## config.mk

```make
export PLATFORM = sky130hd
export DESIGN_NAME = ahb_decoder_ctrl
export DESIGN_NICKNAME = d
export VERILOG_FILES = /design/src/rtl/ahb_decoder_ctrl.sv
export SDC_FILE = /design/constraint.sdc
export NUM_CORES = 1
export LEC_CHECK = 0
export ABC_CLOCK_PERIOD_IN_PS = 2300
export CAP_MARGIN = 20
export CORE_MARGIN = 1.5
export CORE_UTILIZATION = 34
export CTS_CLUSTER_DIAMETER = 200
export CTS_CLUSTER_SIZE = 20
export DETAILED_ROUTE_END_ITERATION = 10
export MAX_ROUTING_LAYER = met4
export PLACE_DENSITY = 0.86
export SYNTH_ARGS = -nofsm -noshare
export SYNTH_HDL_FRONTEND = slang
export SYNTH_SLANG_ARGS = --single-unit
```

## constraint.sdc

```tcl
create_clock -name HCLK -period 2.3 [get_ports HCLK]
set_clock_uncertainty 0.1 [all_clocks]
set_input_delay 0.46 -clock HCLK [delete_from_list [all_inputs] [get_ports HCLK]]
set_output_delay 0.46 -clock HCLK [all_outputs]
set_load 0.02 [all_outputs]
```

## src/rtl/ahb_decoder_ctrl.sv

```systemverilog
// ahb_decoder_ctrl
// AHB-Lite address decoder with a registered one-hot data-phase select for the
// slave response mux, plus the built-in default slave. The default slave gives
// a two-cycle ERROR response to active transfers that fall into unmapped
// regions and keeps a saturating count of the errors it has issued.
module ahb_decoder_ctrl #(
    parameter int NO_OF_SLAVES = 2,
    parameter int ADDR_WIDTH   = 32,
    parameter int DATA_WIDTH   = 32,
    parameter int REGION_BITS  = 4
) (
    input  logic                    HCLK,
    input  logic                    HRESET,
    input  logic [ADDR_WIDTH-1:0]   HADDR,
    input  logic [1:0]              HTRANS,
    input  logic                    HREADY,
    input  logic                    ERR_CLR,
    output logic [NO_OF_SLAVES-1:0] HSEL,
    output logic [NO_OF_SLAVES:0]   HSEL_DP,
    output logic                    DEF_HREADYOUT,
    output logic                    DEF_HRESP,
    output logic [DATA_WIDTH-1:0]   DEF_HRDATA,
    output logic [7:0]              ERR_COUNT
);

    // Default-slave response states. ERR1 is the wait cycle of the ERROR
    // response, ERR2 the completing cycle.
    localparam logic [1:0] ST_IDLE = 2'd0;
    localparam logic [1:0] ST_ERR1 = 2'd1;
    localparam logic [1:0] ST_ERR2 = 2'd2;

    logic [REGION_BITS-1:0]  w_region;
    logic [NO_OF_SLAVES-1:0] w_hsel;
    logic                    w_def_sel;
    logic                    w_err_start;
    logic [1:0]              w_state_next;
    logic                    w_err_entry;
    logic                    w_unused_inputs;

    logic [1:0]              r_state;
    logic [NO_OF_SLAVES:0]   r_hsel_dp;
    logic                    r_hreadyout;
    logic                    r_hresp;
    logic [7:0]              r_err_count;

    // Only the top REGION_BITS of the address and HTRANS[1] take part in decode.
    assign w_unused_inputs = ^{HADDR[ADDR_WIDTH-REGION_BITS-1:0], HTRANS[0]};

    assign w_region    = HADDR[ADDR_WIDTH-1 -: REGION_BITS];
    assign w_def_sel   = (w_region >= REGION_BITS'(NO_OF_SLAVES));
    // An active (NONSEQ/SEQ) transfer accepted into an unmapped region.
    assign w_err_start = HREADY & w_def_sel & HTRANS[1];

    // Address-phase decode: one select line per mapped region, independent of HTRANS.
    always_comb begin
        // NOTE: every combinational output gets a value on every path (here the
        // loop covers all bits) so no latch is inferred.
        w_hsel = '0;
        for (int i = 0; i < NO_OF_SLAVES; i++) begin
            w_hsel[i] = (w_region == REGION_BITS'(i));
        end
    end

    // Data-phase select: capture the address-phase decode only when the bus
    // advances, so wait states keep the current slave on the response mux.
    always_ff @(posedge HCLK or posedge HRESET) begin
        if (HRESET) begin
            // NOTE: sequential state uses non-blocking assignments so every
            // register samples pre-edge values, independent of block order.
            r_hsel_dp <= '0;
        end else if (HREADY) begin
            r_hsel_dp <= {w_def_sel, w_hsel};
        end
    end

    // Default-slave next-state logic.
    always_comb begin
        w_state_next = ST_IDLE;
        case (r_state)
            ST_IDLE: w_state_next = w_err_start ? ST_ERR1 : ST_IDLE;
            ST_ERR1: w_state_next = ST_ERR2;
            ST_ERR2: w_state_next = w_err_start ? ST_ERR1 : ST_IDLE;
            default: w_state_next = ST_IDLE;
        endcase
    end

    // ERR1 is only ever entered from another state, so reaching it marks a new error.
    assign w_err_entry = (w_state_next == ST_ERR1);

    // Default-slave state and its registered (Moore) response outputs.
    always_ff @(posedge HCLK or posedge HRESET) begin
        if (HRESET) begin
            r_state     <= ST_IDLE;
            r_hreadyout <= 1'b1;
            r_hresp     <= 1'b0;
        end else begin
            r_state     <= w_state_next;
            r_hreadyout <= (w_state_next != ST_ERR1);
            r_hresp     <= (w_state_next != ST_IDLE);
        end
    end

    // Saturating error counter; a clear wins over a simultaneous increment.
    always_ff @(posedge HCLK or posedge HRESET) begin
        if (HRESET) begin
            r_err_count <= 8'd0;
        end else if (ERR_CLR) begin
            r_err_count <= 8'd0;
        end else if (w_err_entry && (r_err_count != 8'hFF)) begin
            r_err_count <= r_err_count + 8'd1;
        end
    end

    assign HSEL          = w_hsel;
    assign HSEL_DP       = r_hsel_dp;
    assign DEF_HREADYOUT = r_hreadyout;
    assign DEF_HRESP     = r_hresp;
    assign DEF_HRDATA    = {DATA_WIDTH{1'b0}};
    assign ERR_COUNT     = r_err_count;

endmodule

```

==> run summary, run 1 <==
* **outcome** complete, no violations
* **post-place setup slack** -0.322 ns
* **fraction of final layout cells with drive strength greater than 1** 14.6%
* **clock-pin slew on the worst setup and hold paths** 0.08 ns
* **pin count of the biggest net entering global routing** 16
* **Mapped Avg Cell Area** 9.83 µm²
* **number of placed cells counting well taps** 157
* **overall die width** 56.5 µm
* **number of levels the H-tree was split into** 1
* **Routed Antenna Nets** 0
* **global route overflow** 0
* **dpl cell area** 1160 µm²
* **Placer Congestion** 0.766
* **Seq/Total Area, Yosys** 38.7%
* **number of hold-slack violations in the final timing report** 0
* **Starting Density** 35.6%
* **IR Drop Worst-Case VDD** 0.292 mV
* **post-route clock period utilization** 94.1%
* **clock tree root buffer cell** sky130_fd_sc_hd__clkbuf_4
* **Arr. time, crit path** 1.60 ns
* **number of global-route vias before repair** 653
* **crit path time final** 2.16 ns
* **post-synthesis cell count** 99
* **critical path peak fanout** 2
* **count of buffers from port buffering** 23
* **estimated wirelength of the detail-placed design** 1350 µm
* **core area** 2730 µm²
* **final non-filler cell total** 161
* **clock latency of the later-clocked register in the worst-skew pair** 0.28 ns
* **startpoint type of the worst setup path** primary input
* **initial antenna violation count** 0
* **unrepaired setup endpoints after global routing** no
* **clock tree from TritonCTS** done
* **count of endpoints failing setup in the final report** 0
* **CTS max path bufs** 2
* **Warnings, synthesis** 0
* **# Post-CTS Setup Buffers** 0
* **iteration count of the initial detailed-routing pass** 4
* **capturing element type of the critical path** output pin
* **drt total wl** 1650 µm
* **leak pwr** 0.569 nW
* **total non-filler cell area in the finished layout** 1180 µm²
* **global-route wire length before repair** 2750 µm
* **WP data required** 1.74 ns
* **number of violations of the max-capacitance limit** 0
* **mean routed wirelength per cell** 10.3 µm
* **Max Clk Rate** 462 MHz
* **cell chain of the critical path** clkdlybuf4s50_1, or3_1, nor2_1, buf_2
* **final worst-path setup slack** 0.136 ns
* **number of clock buffers inserted by TritonCTS** 3
* **IO Count** 85
* **Inserted Diodes** 0
* **total routing resource utilization after global routing** 11.3%
* **Iter 0 DRT Violations** 13
* **synthesis-stage register bit count** 15
* **WS Path Type** primary input to output pin
* **Critical Path Slowest Stage Cell** sky130_fd_sc_hd__clkdlybuf4s50_1
* **post-synth design cell area** 973 µm²
* **Pwr Total** 549 µW
* **worst hold path class** flop to flop
* **drc violations** 0
* **number of hold-repair buffers added at the cts stage** 0
* **Crit path largest cell delay** 0.41 ns
* **hold slack** 0.310 ns
* **Power per Cell Area** 467 nW/µm²
* **Final nets** 170
* **worst slew margin relative to its limit** 63.1%
* **top library cells by usage in the layout, fill and taps aside** sky130_fd_sc_hd__conb_1, sky130_fd_sc_hd__clkdlybuf4s50_1, sky130_fd_sc_hd__dfrtp_1
* **slew of the pin with the lowest slew margin** 0.553 ns
* **number of unique standard cell types used by synthesis** 32
* **# rows** 19
* **most common cell after layout, fill and taps aside** sky130_fd_sc_hd__conb_1
* **Total Die Area** 3190 µm²
* **area overhead of the layout relative to synthesis** 20.8%
* **final slew viol count** 0
* **via total after detailed routing** 700
* **Vias per Instance** 4.35
* **# clock sinks** 15
* **Die Ht** 56.5 µm
## registers in the layout, summed over array words and instances (netlist names)
| register | flops |
|---|---|
| ERR_COUNT | 8 |
| r_state | 2 |
| DEF_HREADYOUT | 1 |
| HSEL_DP | 3 |
| DEF_HRESP | 1 |
## critical path: cells and delay by family
family,cells,cell delay (ns)
buffers and inverters,2,0.60
AND/OR/NAND/NOR,2,0.54
## final timing paths
check,startpoint,cells past startpoint,to,slack [ns]
min in group asynchronous,HRESET,2,ERR_COUNT[0],0.42
hold reg to reg,r_state[1],1,r_state[1],0.31
hold / removal,r_state[1],1,r_state[1],0.31
max in group asynchronous,HRESET,2,DEF_HREADYOUT,1.31
setup reg to reg,ERR_COUNT[0],5,ERR_COUNT[1],0.66
setup / recovery,HADDR[30],4,HSEL[0],0.14
## metal layers
layer | track usage [%] | up-vias | wire length (µm)
li1 | - | 341 | -
met1 | 12.2 | 331 | 610
met2 | 19.1 | 24 | 918
met3 | 2.30 | 4 | 85
met4 | 6.80 | 0 | 37
met5 | - | - | 0
## synthesized netlist by cell type
cell,number,area [µm²]
sky130_fd_sc_hd__and3b_2,1,10.0
sky130_fd_sc_hd__a311oi_1,3,26.3
sky130_fd_sc_hd__nand4_1,1,6.26
sky130_fd_sc_hd__dfrtp_1,14,350
sky130_fd_sc_hd__buf_1,1,3.75
sky130_fd_sc_hd__or2_1,1,6.26
sky130_fd_sc_hd__a31oi_1,3,18.8
sky130_fd_sc_hd__and3_1,2,12.5
sky130_fd_sc_hd__nor4b_4,1,23.8
sky130_fd_sc_hd__nand4b_4,1,23.8
sky130_fd_sc_hd__nor2b_1,1,6.26
sky130_fd_sc_hd__dfstp_2,1,26.3
sky130_fd_sc_hd__o21ai_0,1,5.00
sky130_fd_sc_hd__o211ai_1,1,7.51
sky130_fd_sc_hd__nor4_1,1,6.26
sky130_fd_sc_hd__or3_1,1,6.26
sky130_fd_sc_hd__nor2_1,7,26.3
sky130_fd_sc_hd__a211oi_1,1,7.51
sky130_fd_sc_hd__and2_1,1,6.26
sky130_fd_sc_hd__nor3_2,1,10.0
sky130_fd_sc_hd__nand3_1,2,10.0
sky130_fd_sc_hd__nand2_1,4,15.0
sky130_fd_sc_hd__mux2_2,2,22.5
sky130_fd_sc_hd__nor3_4,1,16.3
sky130_fd_sc_hd__ha_1,1,12.5
sky130_fd_sc_hd__inv_1,4,15.0
sky130_fd_sc_hd__conb_1,1,3.75
sky130_fd_sc_hd__nor3_1,2,10.0
sky130_fd_sc_hd__xor2_1,1,8.76
sky130_fd_sc_hd__a21oi_1,4,20.0
sky130_fd_sc_hd__buf_4,32,240
sky130_fd_sc_hd__mux2i_1,1,10.0
## metrics by stage
stage          setup TNS [ns]  utilization (%)
2_1_floorplan               0                -
3_3_place_gp           -0.481             42.4
3_5_place_dp           -0.569             42.4
4_1_cts                     0             43.4
5_1_grt                     0             43.0
6_report                    0             43.0
## kinds of logic (layout without fill, tap and decap cells)
logic type               count (synthesis)  count (layout)  share of synthesized area (%)
adder cells (fa/ha/maj)                  1               1                           1.29
AO/OA/AOI/OAI                           13              13                           8.74
AND/OR/NAND/NOR                         28              28                           20.1
buffers and inverters                   37              37                           26.6
other                                    1              32                          0.385
XOR/XNOR                                 1               1                          0.900
multiplexers                             3               3                           3.34
flip-flops                              15              15                           38.7
## power by group
part	switching (mW)	internal [mW]	total, mW
Combinational	0.0822	0.0400	0.122
Sequential	0.00557	0.273	0.279
Clock	0.0807	0.0673	0.148
Total	0.168	0.381	0.549
## layout make-up
type,instances,area [µm²]
Fill cell,273,1560
Multi-Input combinational cell,78,454
Sequential cell,15,377
Timing Repair Buffer,29,265
Tap cell,31,38.8
Clock buffer,4,26.3
Inverter,4,15.0
## what timing repair did
item                                    CTS  global route
resized for setup                         4             3
endpoints found under the setup margin    2             2
hold endpoints to repair                  0             0
(Power assumes the default switching activity.)
==> run 2, diff against run 1 <==
--- a/config.mk
+++ b/config.mk
@@ -7,13 +7,15 @@
 export LEC_CHECK = 0
 export ABC_CLOCK_PERIOD_IN_PS = 2300
 export CAP_MARGIN = 20
+export CELL_PAD_IN_SITES_DETAIL_PLACEMENT = 1
+export CELL_PAD_IN_SITES_GLOBAL_PLACEMENT = 1
 export CORE_MARGIN = 1.5
-export CORE_UTILIZATION = 34
+export CORE_UTILIZATION = 23
 export CTS_CLUSTER_DIAMETER = 200
 export CTS_CLUSTER_SIZE = 20
 export DETAILED_ROUTE_END_ITERATION = 10
 export MAX_ROUTING_LAYER = met4
-export PLACE_DENSITY = 0.86
+export PLACE_DENSITY_LB_ADDON = 0.1
 export SYNTH_ARGS = -nofsm -noshare
 export SYNTH_HDL_FRONTEND = slang
 export SYNTH_SLANG_ARGS = --single-unit
==> run summary, run 2 (synthesized netlist as in run 1, its figures left out) <==
* **number of placed cells counting well taps** 177
* **capturing element type of the critical path** output pin
* **Crit path largest cell delay** 0.42 ns
* **pin count of the biggest net entering global routing** 16
* **number of global-route vias before repair** 679
* **flip-flop count of the largest register, all copies and words added** 8
* **IR Drop Worst-Case VDD** 0.153 mV
* **IO Count** 85
* **total routing resource utilization after global routing** 9.44%
* **clock tree from TritonCTS** done
* **outcome** complete, no violations
* **Inserted Diodes** 0
* **core area** 4030 µm²
* **Pwr Total** 618 µW
* **iteration count of the initial detailed-routing pass** 4
* **Post-Route Utilization** 30.4%
* **Critical Path Slowest Stage Cell** sky130_fd_sc_hd__clkdlybuf4s50_1
* **kind of cell adding the most delay to the critical path** buffers and inverters
* **drt total wl** 2040 µm
* **# clock sinks** 15
* **cell chain of the critical path** clkdlybuf4s50_1, or3_1, nor2_1, buf_2
* **worst hold path class** flop to flop
* **leak pwr** 0.582 nW
* **WS Path Type** primary input to output pin
* **Routed Antenna Nets** 0
* **startpoint type of the worst setup path** primary input
* **count of endpoints failing setup in the final report** 0
* **number of violations of the max-capacitance limit** 0
* **hold slack** 0.309 ns
* **mean routed wirelength per cell** 11.3 µm
* **critical path peak fanout** 2
* **post-route clock period utilization** 93.9%
* **clock tree root buffer cell** sky130_fd_sc_hd__clkbuf_8
* **count of buffers from port buffering** 23
* **Iter 0 DRT Violations** 24
* **CTS max path bufs** 2
* **clock latency of the later-clocked register in the worst-skew pair** 0.24 ns
* **global route overflow** 0
* **number of clock buffers inserted by TritonCTS** 3
* **Total Die Area** 4630 µm²
* **Sequential cell area** 377 µm²
* **initial antenna violation count** 0
* **overall die width** 68.1 µm
* **# rows** 23
* **number of hold-repair buffers added at the cts stage** 0
* **clock-pin slew on the worst setup and hold paths** 0.06 ns
* **crit path time final** 2.16 ns
* **via total after detailed routing** 706
* **slew of the pin with the lowest slew margin** 0.598 ns
* **final non-filler cell total** 181
* **Arr. time, crit path** 1.60 ns
* **number of levels the H-tree was split into** 1
* **worst slew margin relative to its limit** 60.1%
* **global-route wire length before repair** 3110 µm
* **Die Ht** 68.1 µm
* **Final nets** 171
* **Fillers** 486
* **estimated wirelength of the detail-placed design** 1610 µm
* **Power per Cell Area** 504 nW/µm²
* **Max Clk Rate** 463 MHz
* **fraction of final layout cells with drive strength greater than 1** 15.3%
* **top library cells by usage in the layout, fill and taps aside** sky130_fd_sc_hd__conb_1, sky130_fd_sc_hd__clkdlybuf4s50_1, sky130_fd_sc_hd__dfrtp_1
* **final slew viol count** 0
* **number of hold-slack violations in the final timing report** 0
* **unrepaired setup endpoints after global routing** no
* **area taken by multi-input logic gates** 454 µm²
* **Bufs and invs on worst path** 2
* **Starting Density** 24.2%
* **Vias per Instance** 3.90
* **WP data required** 1.74 ns
* **most common cell after layout, fill and taps aside** sky130_fd_sc_hd__conb_1
* **area overhead of the layout relative to synthesis** 26.0%
* **total negative slack** 0 ns
* **drc violations** 0
* **Placer Congestion** 0.727
## run 2: changes by cell type in the layout (fill, tap and decap cells not counted), sizes merged
cell	before	now
buf	7	8
## run 2: layout make-up
class / instances / area share, %
multi-input combinational: 78 / 37.0
tap: 50 / 5.10
timing repair buffer: 30 / 22.2
inverter: 4 / 1.22
sequential: 15 / 30.7
clock buffer: 4 / 3.67
## run 2: worst paths after layout
| kind | start | to | slack [ns] | depth (start not counted) |
|---|---|---|---|---|
| max reg2reg | ERR_COUNT[0] | ERR_COUNT[1] | 0.62 | 5 |
| min in group asynchronous | HRESET | r_state[1] | 0.49 | 2 |
| min reg2reg | r_state[1] | r_state[1] | 0.31 | 1 |
| min | r_state[1] | r_state[1] | 0.31 | 1 |
| max | HADDR[30] | HSEL[0] | 0.14 | 4 |
| max in group asynchronous | HRESET | ERR_COUNT[7] | 1.22 | 2 |
## run 2: timing repair
item                       CTS  global route
hold endpoints to repair     0             0
setup endpoints to repair    2             2
resized for setup            4             3
buffers inserted             0             0
## run 2: power breakdown
| part | switching (mW) | internal [mW] | total [mW] |
|---|---|---|---|
| registers | 0.00541 | 0.274 | 0.279 |
| logic | 0.0840 | 0.0404 | 0.124 |
| clock network | 0.0919 | 0.123 | 0.215 |
## run 2: metrics by stage
stage               instance area (µm²)  worst slack [ns]
global placement                   1190            -0.328
global route                       1230            0.0622
detailed placement                 1190            -0.314
finish                             1230             0.140
CTS                                1240            0.0136
floorplan                          1090             0.564
## run 2: per-layer routing
metal	vias up	GRT usage, %	share of wire, %
met1	322	10.3	40
met3	6	1.97	9.9
met2	40	15.8	47
met4	0	5.50	2.5
met5	-	-	0
li1	338	-	-
